**src/rtl/dual_issue_hazard_unit.sv**
```systemverilog
//------------------------------------------------------------------------------
// dual_issue_hazard_unit : issue control for a 2-way pipeline (split/bubble/stall)
// Optional statistics counters: define HAZARD_STATS_EN.   Revision: 1.0
//------------------------------------------------------------------------------
`default_nettype none

module dual_issue_hazard_unit #(
  parameter int REG_W = 5,
  parameter int CNT_W = 16
) (
  input  logic             clk,
  input  logic             rst,
  input  logic             Way_0_valid_D,
  input  logic             Way_1_valid_D,
  input  logic [REG_W-1:0] Way_0_rs,
  input  logic [REG_W-1:0] Way_0_rt,
  input  logic [REG_W-1:0] Way_1_rs,
  input  logic [REG_W-1:0] Way_1_rt,
  input  logic [REG_W-1:0] Way_0_rd_D,
  input  logic [REG_W-1:0] Way_1_rd_D,
  input  logic             Way_0_reg_write_D,
  input  logic             Way_1_reg_write_D,
  input  logic             Way_0_mem_D,
  input  logic             Way_1_mem_D,
  input  logic             Way_0_branch_D,
  input  logic             Way_1_branch_D,
  input  logic [REG_W-1:0] Way_0_rd_E,
  input  logic [REG_W-1:0] Way_1_rd_E,
  input  logic             Way_0_mem_read_E,
  input  logic             Way_1_mem_read_E,
  input  logic             flush,
  input  logic             freeze,
  output logic             stall_IF,
  output logic             stall_ID,
  output logic             issue_0,
  output logic             issue_1,
  output logic             Way_0_oldest_ID,
  output logic             split_active,
  output logic [CNT_W-1:0] split_count,
  output logic [CNT_W-1:0] lu_count
);

  typedef enum logic [0:0] {PAIR = 1'b0, SECOND = 1'b1} state_t;

  state_t r_state;
  state_t w_next;

  logic w_lu0, w_lu1, w_raw, w_waw, w_mem, w_br, w_split;
  logic w_stall, w_iss0, w_iss1, w_lu_bubble, w_split_start;

  // A source hits a load in EX only when it is a non-zero register.
  function automatic logic f_lu(input logic [REG_W-1:0] src,
                                input logic [REG_W-1:0] rd0,
                                input logic [REG_W-1:0] rd1,
                                input logic             ld0,
                                input logic             ld1);
    return (src != '0) && ((ld0 && (src == rd0)) || (ld1 && (src == rd1)));
  endfunction

  assign w_lu0 = Way_0_valid_D &&
                 (f_lu(Way_0_rs, Way_0_rd_E, Way_1_rd_E, Way_0_mem_read_E, Way_1_mem_read_E) ||
                  f_lu(Way_0_rt, Way_0_rd_E, Way_1_rd_E, Way_0_mem_read_E, Way_1_mem_read_E));
  assign w_lu1 = Way_1_valid_D &&
                 (f_lu(Way_1_rs, Way_0_rd_E, Way_1_rd_E, Way_0_mem_read_E, Way_1_mem_read_E) ||
                  f_lu(Way_1_rt, Way_0_rd_E, Way_1_rd_E, Way_0_mem_read_E, Way_1_mem_read_E));

  assign w_raw = Way_0_reg_write_D && (Way_0_rd_D != '0) &&
                 ((Way_0_rd_D == Way_1_rs) || (Way_0_rd_D == Way_1_rt));
  assign w_waw = Way_0_reg_write_D && Way_1_reg_write_D && (Way_0_rd_D != '0) &&
                 (Way_0_rd_D == Way_1_rd_D);
  assign w_mem = Way_0_mem_D && Way_1_mem_D;
  assign w_br  = Way_0_branch_D && Way_1_branch_D;
  assign w_split = Way_0_valid_D && Way_1_valid_D && (w_raw || w_waw || w_mem || w_br);

  always_ff @(posedge clk) begin
    if (rst) r_state <= PAIR;
    else     r_state <= w_next;
  end

  always_comb begin
    w_next        = r_state;
    w_stall       = 1'b0;
    w_iss0        = 1'b0;
    w_iss1        = 1'b0;
    w_lu_bubble   = 1'b0;
    w_split_start = 1'b0;
    if (flush) begin
      w_next = PAIR;
    end else if (freeze) begin
      w_stall = 1'b1;
    end else begin
      case (r_state)
        PAIR: begin
          if (w_lu0 || (w_lu1 && !w_split)) begin
            w_stall     = 1'b1;
            w_lu_bubble = 1'b1;
          end else if (w_split) begin
            w_iss0        = 1'b1;
            w_stall       = 1'b1;
            w_split_start = 1'b1;
            w_next        = SECOND;
          end else begin
            w_iss0 = Way_0_valid_D;
            w_iss1 = Way_1_valid_D;
          end
        end
        SECOND: begin
          if (w_lu1) begin
            w_stall     = 1'b1;
            w_lu_bubble = 1'b1;
          end else begin
            w_iss1 = 1'b1;
            w_next = PAIR;
          end
        end
        default: w_next = PAIR;
      endcase
    end
  end

  // Outputs are forced low for the whole reset cycle, not just after the edge.
  assign stall_IF        = !rst && w_stall;
  assign stall_ID        = !rst && w_stall;
  assign issue_0         = !rst && w_iss0;
  assign issue_1         = !rst && w_iss1;
  assign Way_0_oldest_ID = !rst && (r_state == PAIR);
  assign split_active    = !rst && (r_state == SECOND);

`ifdef HAZARD_STATS_EN
  logic [CNT_W-1:0] r_split_cnt, r_lu_cnt;

  always_ff @(posedge clk) begin
    if (rst) begin
      r_split_cnt <= '0;
      r_lu_cnt    <= '0;
    end else begin
      if (w_split_start && !(&r_split_cnt)) r_split_cnt <= r_split_cnt + 1'b1;
      if (w_lu_bubble && !(&r_lu_cnt))      r_lu_cnt    <= r_lu_cnt + 1'b1;
    end
  end

  assign split_count = rst ? '0 : r_split_cnt;
  assign lu_count    = rst ? '0 : r_lu_cnt;
`else
  logic w_unused_stats;
  assign w_unused_stats = w_split_start ^ w_lu_bubble;
  assign split_count    = '0;
  assign lu_count       = '0;
`endif

endmodule

`default_nettype wire

```
**config.mk**
```make
export PLATFORM = sky130hd
export DESIGN_NAME = dual_issue_hazard_unit
export DESIGN_NICKNAME = d
export VERILOG_FILES = /design/src/rtl/dual_issue_hazard_unit.sv
export SDC_FILE = /design/constraint.sdc
export NUM_CORES = 1
export LEC_CHECK = 0
export CORE_AREA = 2 2 62 58
export DETAILED_ROUTE_END_ITERATION = 7
export DIE_AREA = 0 0 64 60
export PLACE_DENSITY = 0.93
export SYNTH_ARGS = -nofsm -noshare
export SYNTH_HDL_FRONTEND = slang
export SYNTH_SLANG_ARGS = --single-unit
export TNS_END_PERCENT = 5
```
**constraint.sdc**
```tcl
create_clock -name clk -period 4.7 [get_ports clk]
set_input_delay 0.94 -clock clk [delete_from_list [all_inputs] [get_ports clk]]
set_output_delay 0.94 -clock clk [all_outputs]
set_load 0.05 [all_outputs]
```
==> results.json, run 1 <==
{
  "status": "finished, final reports clean",
  "dp_hpwl_um": 2680,
  "grt_pass1_vias": 1068,
  "critPathMaxStageDelay_ps": 570,
  "worst_pin_slew_ps": 499,
  "fin_crit_sh_pct": 83.8,
  "crit_slowest_cell": "or4_1",
  "final_nets": 258,
  "wl_per_cell_um": 12.2,
  "place_inst": 246,
  "drtIter0Drc": 33,
  "yosysUniqueCellTypes": 29,
  "synthSimpleGateAreaFrac_pct": 19.6,
  "synth_top_family_by_area": "XOR/XNOR gates",
  "start_util_pct": 34.3,
  "regToRegStartpoint": "r_state",
  "setup_tns_ps": 0,
  "drt-pass1-iter-count": 4,
  "finalMaxSlewViolations": 0,
  "synthArstFlopShare_pct": 0,
  "grt_util_met1_pct": 18.3,
  "synth_seq_area_share_pct": 1.81,
  "vdd_drop_max_v": 0.0000654,
  "dieArea_um2": 3840,
  "final_cell_area_um2": 1610,
  "syn-instance-count": 145,
  "dpl_cell_area_um2": 1610,
  "fin_crit_ps": 3940,
  "seq_area_um2": 20.0,
  "syn_avg_cell_area_um2": 7.65,
  "port_buffers": 59,
  "min_to": "r_state",
  "p_leak_nw": 0.605,
  "fmax_ghz": 0.254,
  "post_cts_buffers": 0,
  "synth_area_um2": 1110,
  "fin_cells": 246,
  "power.density_nw_per_um2": 124,
  "reg_top3": "r_state x1",
  "finalSetupViolCount": 0,
  "r2r_cells": 2,
  "hold_path.startpoint": "r_state",
  "critPathLaunchType": "primary input",
  "synth_flop_cell": "dfxtp_1",
  "drive_above_1_share_pct": 4.46,
  "regToRegEndpoint": "r_state",
  "hold_depth": 1,
  "antenna_found_initial": 0,
  "overflow": 0,
  "yosys-top-cells-count": "buf_4 (33), xnor2_1 (31), xor2_1 (24)",
  "netlist.top_cell.by_area": "xnor2_1",
  "clock_latency_ps": 0,
  "synthMuxAreaShare_pct": 0,
  "crit_required_ps": 3760,
  "post-route-util_pct": 50.0,
  "synth_fa_ha_area_share_pct": 0,
  "busiest_layer": "met2",
  "cp_data_arrival_time_ps": 3000,
  "grt_pass1_wl_um": 4790,
  "path_cells": "clkdlybuf4s50_1, or4_1, o21ai_1, a21oi_1, o31ai_2, a31oi_1, nor4_2, buf_4",
  "io_pins": 92,
  "die_x_um": 64,
  "core.rowCount": 20,
  "synthTopCellsByArea": "xnor2_1 (24%), buf_4 (22%), xor2_1 (19%)",
  "nFillCells": 303,
  "skew_ps": 0,
  "drc": 0,
  "vias_per_cell": 4.51,
  "place_ws_ps": 760,
  "drt.antenna.violating_nets": 0,
  "yosysWarnings": 0,
  "regMostFlops": "r_state",
  "rsz0062_at_grt": "false",
  "vias": 1110,
  "synth_edf_count": 0,
  "hold_violations": 0,
  "place_congestion": 0.824,
  "synth.top_cell.area_share_pct": 24.5,
  "holdBufCountCts": 0,
  "use_met2_pct": 30.5,
  "path_max_fanout": 4,
  "largest_reg_flops": 1,
  "worst_slack_ps": 760,
  "clk_pin_slew_worst_paths_ps": 0,
  "maxCapViolations": 0,
  "synthXorXnorAreaFrac_pct": 43.5,
  "cts_resized": 0,
  "grt_max_degree": 8,
  "grt_util_met3_pct": 0.565,
  "die_y_um": 60,
  "wirelength_um": 2990,
  "rrSetupSlack_ps": 3790,
  "multi_input_area_um2": 957,
  "path_class": "primary input to primary output",
  "whs_ps": 636,
  "finalPower_mw": 0.201,
  "worstSetupEndpointType": "primary output",
  "track_usage_pct": 15.3,
  "ys_ff_latch": 1,
  "relSlewSlack_pct": 66.6,
  "yosysMostFrequentCell": "buf_4",
  "core_region_area_um2": 3230,
  "area_growth_pct": 45.5,
  "hp-class": "flop to flop",
  "synth_compound_area_share_pct": 12.4,
  "diodes": 0
}
power by group:
group          internal (mW)  switching (mW)  total [mW]  leakage (nW)
Combinational         0.0758           0.116       0.192         0.597
Sequential           0.00876        0.000153     0.00892       0.00807
Clock                      0               0           0             0
worst max-delay path by stage:
stage,from,end,slack [ps],depth (start not counted)
2_1_floorplan,Way_0_rs[1],issue_1,890,5
3_3_place_gp,Way_0_rs[1],issue_1,820,7
3_5_place_dp,Way_0_rd_D[1],issue_1,760,8
4_1_cts,Way_0_rd_D[1],issue_1,760,8
5_1_grt,Way_0_rd_E[3],stall_ID,650,8
6_report,Way_0_rd_D[1],issue_1,760,8
final cells by class:
cell class                      count  share of cell area (%)
Tap cell                           44                    3.41
Multi-Input combinational cell    142                    59.3
Timing Repair Buffer               59                    36.0
Sequential cell                     1                    1.24
critical path: cells and delay by family:
family          cells  cell delay, ps
simple gates        2             780
compound gates      4             540
buf+inv             2             730
cell usage in the layout, fill, tap and decap left out, types with 4 or more instances in the layout:
cell / n
nand4_1: 4
conb_1: 32
xnor2_1: 31
nor4_1: 6
xor2_1: 24
or4_1: 4
nand2_1: 7
clkdlybuf4s50_1: 55
buf_4: 4
metal layers:
layer  up-vias  wire (µm)
met5         -          0
met4         0         14
met3         2        106
met2        40       1730
met1       509       1140
li1        559          -
cells by family after synthesis:
logic type	Yosys count
XOR/XNOR	55
AO/OA/AOI/OAI	18
AND/OR/NAND/NOR	37
flip-flops	1
other	1
buffers and inverters	33
Power figures use the tool's default switching activity.
==> run 2: changes to the inputs <==
--- a/config.mk
+++ b/config.mk
@@ -5,10 +5,10 @@
 export SDC_FILE = /design/constraint.sdc
 export NUM_CORES = 1
 export LEC_CHECK = 0
-export CORE_AREA = 2 2 62 58
+export CORE_AREA = 2 2 68 63
 export DETAILED_ROUTE_END_ITERATION = 7
-export DIE_AREA = 0 0 64 60
-export PLACE_DENSITY = 0.93
+export DIE_AREA = 0 0 70 65
+export PLACE_DENSITY = 0.83
 export SYNTH_ARGS = -nofsm -noshare
 export SYNTH_HDL_FRONTEND = slang
 export SYNTH_SLANG_ARGS = --single-unit
==> constraint.sdc (replaced) <==
create_clock -name clk -period 3.4 [get_ports clk]
set_input_delay 0.68 -clock clk [delete_from_list [all_inputs] [get_ports clk]]
set_output_delay 0.68 -clock clk [all_outputs]
set_load 0.05 [all_outputs]
==> run 2 against run 1 <==
  * Wire length grew 16%
  * Critical path depth decreased by 1
  * Flip-flop and latch count is the same
  * Die area rose by 18%
  * First-iteration DRC count increased by 18%
  * Clock skew is the same
  * Register-to-register slack lost 1300 ps
  * Critical path type unchanged
==> results.json, run 2 (synthesized netlist as in run 1, its figures left out) <==
{
  "critPathMaxStageDelay_ps": 450,
  "grt_pass1_vias": 1167,
  "post_cts_buffers": 0,
  "place_congestion": 0.814,
  "status": "finished, final reports clean",
  "final_cell_area_um2": 1850,
  "clk_pin_slew_worst_paths_ps": 0,
  "hp-class": "flop to flop",
  "reg_top3": "r_state x1",
  "finalPower_mw": 0.304,
  "cp_top_family": "simple AND/OR/NAND/NOR gates",
  "skew_ps": 0,
  "clock_latency_ps": 0,
  "nFillCells": 370,
  "p_leak_nw": 0.797,
  "drive_above_1_share_pct": 13.8,
  "maxCapViolations": 0,
  "path_class": "primary input to primary output",
  "vias_per_cell": 4.54,
  "grt_pass1_wl_um": 5310,
  "final_common_cell": "clkdlybuf4s50_1",
  "antenna_found_initial": 0,
  "finalMaxSlewViolations": 0,
  "io_pins": 92,
  "die_x_um": 70,
  "largest_reg_flops": 1,
  "drt.antenna.violating_nets": 0,
  "cp_data_arrival_time_ps": 2640,
  "final_nets": 273,
  "dpl_cell_area_um2": 1780,
  "start_util_pct": 28.4,
  "drc": 0,
  "holdBufCountCts": 0,
  "critPathLaunchType": "primary input",
  "path_buf_inv": 2,
  "finalSetupViolCount": 0,
  "vdd_drop_max_v": 0.0000505,
  "place_ws_ps": -18.0,
  "hold_violations": 0,
  "dp_hpwl_um": 2870,
  "overflow": 0,
  "core_region_area_um2": 3910,
  "wl_per_cell_um": 13.1,
  "vias": 1204,
  "crit_required_ps": 2720,
  "dieArea_um2": 4550,
  "fin_crit_sh_pct": 97.6,
  "diodes": 0,
  "power.density_nw_per_um2": 164,
  "crit_slowest_cell": "clkdlybuf4s50_1",
  "final_cell_mix": "clkdlybuf4s50_1 (44), conb_1 (32), xnor2_1 (31)",
  "path_cells": "clkdlybuf4s50_1, or4_4, o21a_1, a32oi_2, a31oi_2, nor4_4, buf_12",
  "track_usage_pct": 13.7,
  "regMostFlops": "r_state",
  "whs_ps": 658,
  "path_max_fanout": 3,
  "worstSetupEndpointType": "primary output",
  "grt_max_degree": 8,
  "fin_crit_ps": 3320,
  "core.rowCount": 22,
  "setup_tns_ps": 0,
  "drt-pass1-iter-count": 4,
  "worst_slack_ps": 81.1,
  "die_y_um": 65,
  "area_growth_pct": 67.3,
  "drtIter0Drc": 39,
  "fmax_ghz": 0.301,
  "wirelength_um": 3480,
  "port_buffers": 59
}
run 2: cell count changes in the layout (fill, tap and decap cells not counted), sizes merged:
cell           before  now
buf                 4   19
clkdlybuf4s50      55   44
dlymetal6s2s        0   11
run 2: layer usage:
metal  vias to the layer above  part of all wire (%)  global-route usage, %
met5                         -                     0                      0
met4                         0                  0.46                   1.20
met3                         2                   6.2                   2.02
met2                        38                    56                   27.9
met1                       574                    37                   15.5
li1                        590                     -                      -
run 2: metrics by stage:
| step | instances | utilization, % |
|---|---|---|
| finish | 265 | 47.4 |
| global route | 265 | 47.4 |
| CTS | 265 | 45.8 |
| detailed placement | 265 | 45.6 |
| global placement | 265 | 45.6 |
| floorplan | 176 | - |
run 2: worst reg2reg max path, stage by stage, from the launching register on:
cell     delay [ps]
dfxtp_1         430
nor4_1          100
a32o_2          230
run 2: timing repair:
action,in CTS,in global routing
cloned,0,0
setup endpoints to repair,1,4
pin swaps,1,3
gates resized for setup,1,18
endpoints found under the hold margin,0,0
run 2: final cells by class:
class	instances	area [µm²]	share of cell area [%]
multi-input combinational	142	1000	54.1
timing repair buffer	74	771	41.6
tap	48	60.1	3.24
sequential	1	20.0	1.08
run 2: worst paths after layout:
| check | slack [ps] | startpoint | depth (start not counted) | to |
|---|---|---|---|---|
| max | 80 | Way_0_rs[4] | 7 | issue_1 |
| min | 660 | r_state | 1 | r_state |
| max reg2reg | 2530 | r_state | 2 | r_state |
| min reg2reg | 660 | r_state | 1 | r_state |
run 2: power breakdown:
| part | switching (mW) | internal, mW |
|---|---|---|
| Clock | 0 | 0 |
| Combinational | 0.170 | 0.122 |
| Sequential | 0.000254 | 0.0121 |
| Total | 0.170 | 0.134 |
==> run 3: changes to the inputs <==
--- a/config.mk
+++ b/config.mk
@@ -5,9 +5,9 @@
 export SDC_FILE = /design/constraint.sdc
 export NUM_CORES = 1
 export LEC_CHECK = 0
-export CORE_AREA = 2 2 68 63
+export CORE_AREA = 2 2 74 58
 export DETAILED_ROUTE_END_ITERATION = 7
-export DIE_AREA = 0 0 70 65
+export DIE_AREA = 0 0 76 60
 export PLACE_DENSITY = 0.83
 export SYNTH_ARGS = -nofsm -noshare
 export SYNTH_HDL_FRONTEND = slang
==> run 3 against run 2 <==
  * Total power is 2.5% lower
  * Global-route usage about the same
  * Critical path depth is the same
  * Register-to-register slack lost 30 ps
  * First-iteration DRC count decreased by 23%
  * Via count decreased by 3.0%
  * Cell count is 1.9% higher
  * Setup slack got worse by 11 ps
  * Core utilization is 0.54 points lower
  * Clock skew did not move
  * Sequential power about the same
  * Highest routed layer unchanged
==> results.json, run 3 (synthesized netlist as in run 1, its figures left out) <==
{
  "p_leak_nw": 0.757,
  "critPathLaunchType": "primary input",
  "hold_depth": 1,
  "final_nets": 271,
  "crit_required_ps": 2720,
  "hold_violations": 0,
  "critPathMaxStageDelay_ps": 520,
  "worst_pin_slew_ps": 500,
  "vias_per_cell": 4.33,
  "die_y_um": 60,
  "power.density_nw_per_um2": 163,
  "wirelength_um": 3280,
  "rsz0062_at_grt": "true",
  "area_growth_pct": 64.1,
  "regMostFlops": "r_state",
  "dpl_cell_area_um2": 1770,
  "fmax_ghz": 0.300,
  "antenna_found_initial": 0,
  "grt_pass1_vias": 1118,
  "fin_crit_sh_pct": 97.9,
  "core_region_area_um2": 3880,
  "dieArea_um2": 4560,
  "fin_cells": 270,
  "grt_pass1_wl_um": 5210,
  "clk_pin_slew_worst_paths_ps": 0,
  "drive_above_1_share_pct": 11.2,
  "path_class": "primary input to primary output",
  "relSlewSlack_pct": 66.6,
  "maxCapViolations": 0,
  "place_inst": 270,
  "final_common_cell": "clkdlybuf4s50_1",
  "overflow": 0,
  "cp.depth": 7,
  "cp_top_family": "simple AND/OR/NAND/NOR gates",
  "io_pins": 92,
  "dp_hpwl_um": 2900,
  "finalSetupViolCount": 0,
  "finalMaxSlewViolations": 0,
  "fin_crit_ps": 3330,
  "largest_reg_flops": 1,
  "drt-pass1-iter-count": 4,
  "crit_slowest_cell": "or4_1",
  "path_max_fanout": 4,
  "grt_max_degree": 8,
  "port_buffers": 59,
  "vdd_drop_max_v": 0.0000781,
  "reg_top3": "r_state x1",
  "clock_latency_ps": 0,
  "holdBufCountCts": 0,
  "nFillCells": 370,
  "final_cell_mix": "clkdlybuf4s50_1 (47), conb_1 (32), xnor2_1 (31)",
  "drt.antenna.violating_nets": 0,
  "vias": 1168,
  "core.rowCount": 20,
  "start_util_pct": 28.6,
  "worstSetupEndpointType": "primary output",
  "drc": 0,
  "path_buf_inv": 2,
  "drtIter0Drc": 30,
  "die_x_um": 76,
  "final_cell_area_um2": 1820,
  "path_cells": "clkdlybuf4s50_1, or4_1, o21ai_1, o22ai_1, or2_4, o21a_2, buf_12",
  "hp-class": "flop to flop",
  "skew_ps": 0,
  "wl_per_cell_um": 12.1,
  "diodes": 0,
  "place_congestion": 0.877,
  "cp_data_arrival_time_ps": 2650,
  "whs_ps": 685,
  "track_usage_pct": 13.7,
  "r2r_cells": 2,
  "status": "finished, final reports clean"
}
## run 3: changes by cell type in the layout (fill, tap and decap cells not counted)
cell / before / now
o31ai_1: 0 / 1
o31ai_2: 1 / 0
dlymetal6s2s_1: 11 / 8
or4_4: 1 / 0
or4_1: 3 / 4
clkdlybuf4s50_1: 44 / 47
nor4_2: 2 / 0
buf_4: 15 / 13
nor4_1: 4 / 6
## run 3: area by class of cell
class | count | area (µm²) | share of cell area, %
repair buffers | 72 | 748 | 41.1
multi-input cells | 142 | 982 | 54.0
well taps | 55 | 68.8 | 3.78
flip-flops and latches | 1 | 20.0 | 1.10
## run 3: where the power goes
part / total, mW / leakage (nW) / internal [mW] / switching (mW)
Sequential: 0.0124 / 0.00807 / 0.0121 / 0.000284
Combinational: 0.284 / 0.749 / 0.120 / 0.165
Clock: 0 / 0 / 0 / 0
## run 3: worst reg2reg max path, stage by stage (launching register included)
cell and delay (ps):
dfxtp_1 440, nor4_1 100, a32o_2 240
## run 3: through the flow
stage	power [mW]	setup TNS, ps	worst slack (ps)	util, %
floorplan	0.201	0	114	-
global route	0.316	-10.0	-10.0	46.9
global placement	0.290	0	0.933	45.7
finish	0.297	0	70.3	46.9
detailed placement	0.293	-23.4	-23.4	45.7
CTS	0.295	0	7.14	46.0
## run 3: layer usage
| layer | track usage [%] | part of all wire, % | up-vias | wire (µm) |
|---|---|---|---|---|
| met3 | 1.51 | 5.0 | 2 | 164 |
| li1 | - | - | 586 | - |
| met1 | 17.5 | 42 | 548 | 1380 |
| met5 | 0 | 0 | - | 0 |
| met4 | 1.30 | 0.58 | 0 | 19 |
| met2 | 26.4 | 52 | 32 | 1720 |
## run 3: worst paths after layout
check | startpoint | to | slack (ps)
max reg2reg | r_state | r_state | 2500
min | r_state | r_state | 680
min reg2reg | r_state | r_state | 680
max | Way_1_rt[3] | stall_ID | 70
## run 3: repair_timing
item,4_1_cts,5_1_grt
pin swaps,1,5
buffers inserted,0,0
gates resized for setup,1,11
setup endpoints to repair,1,3
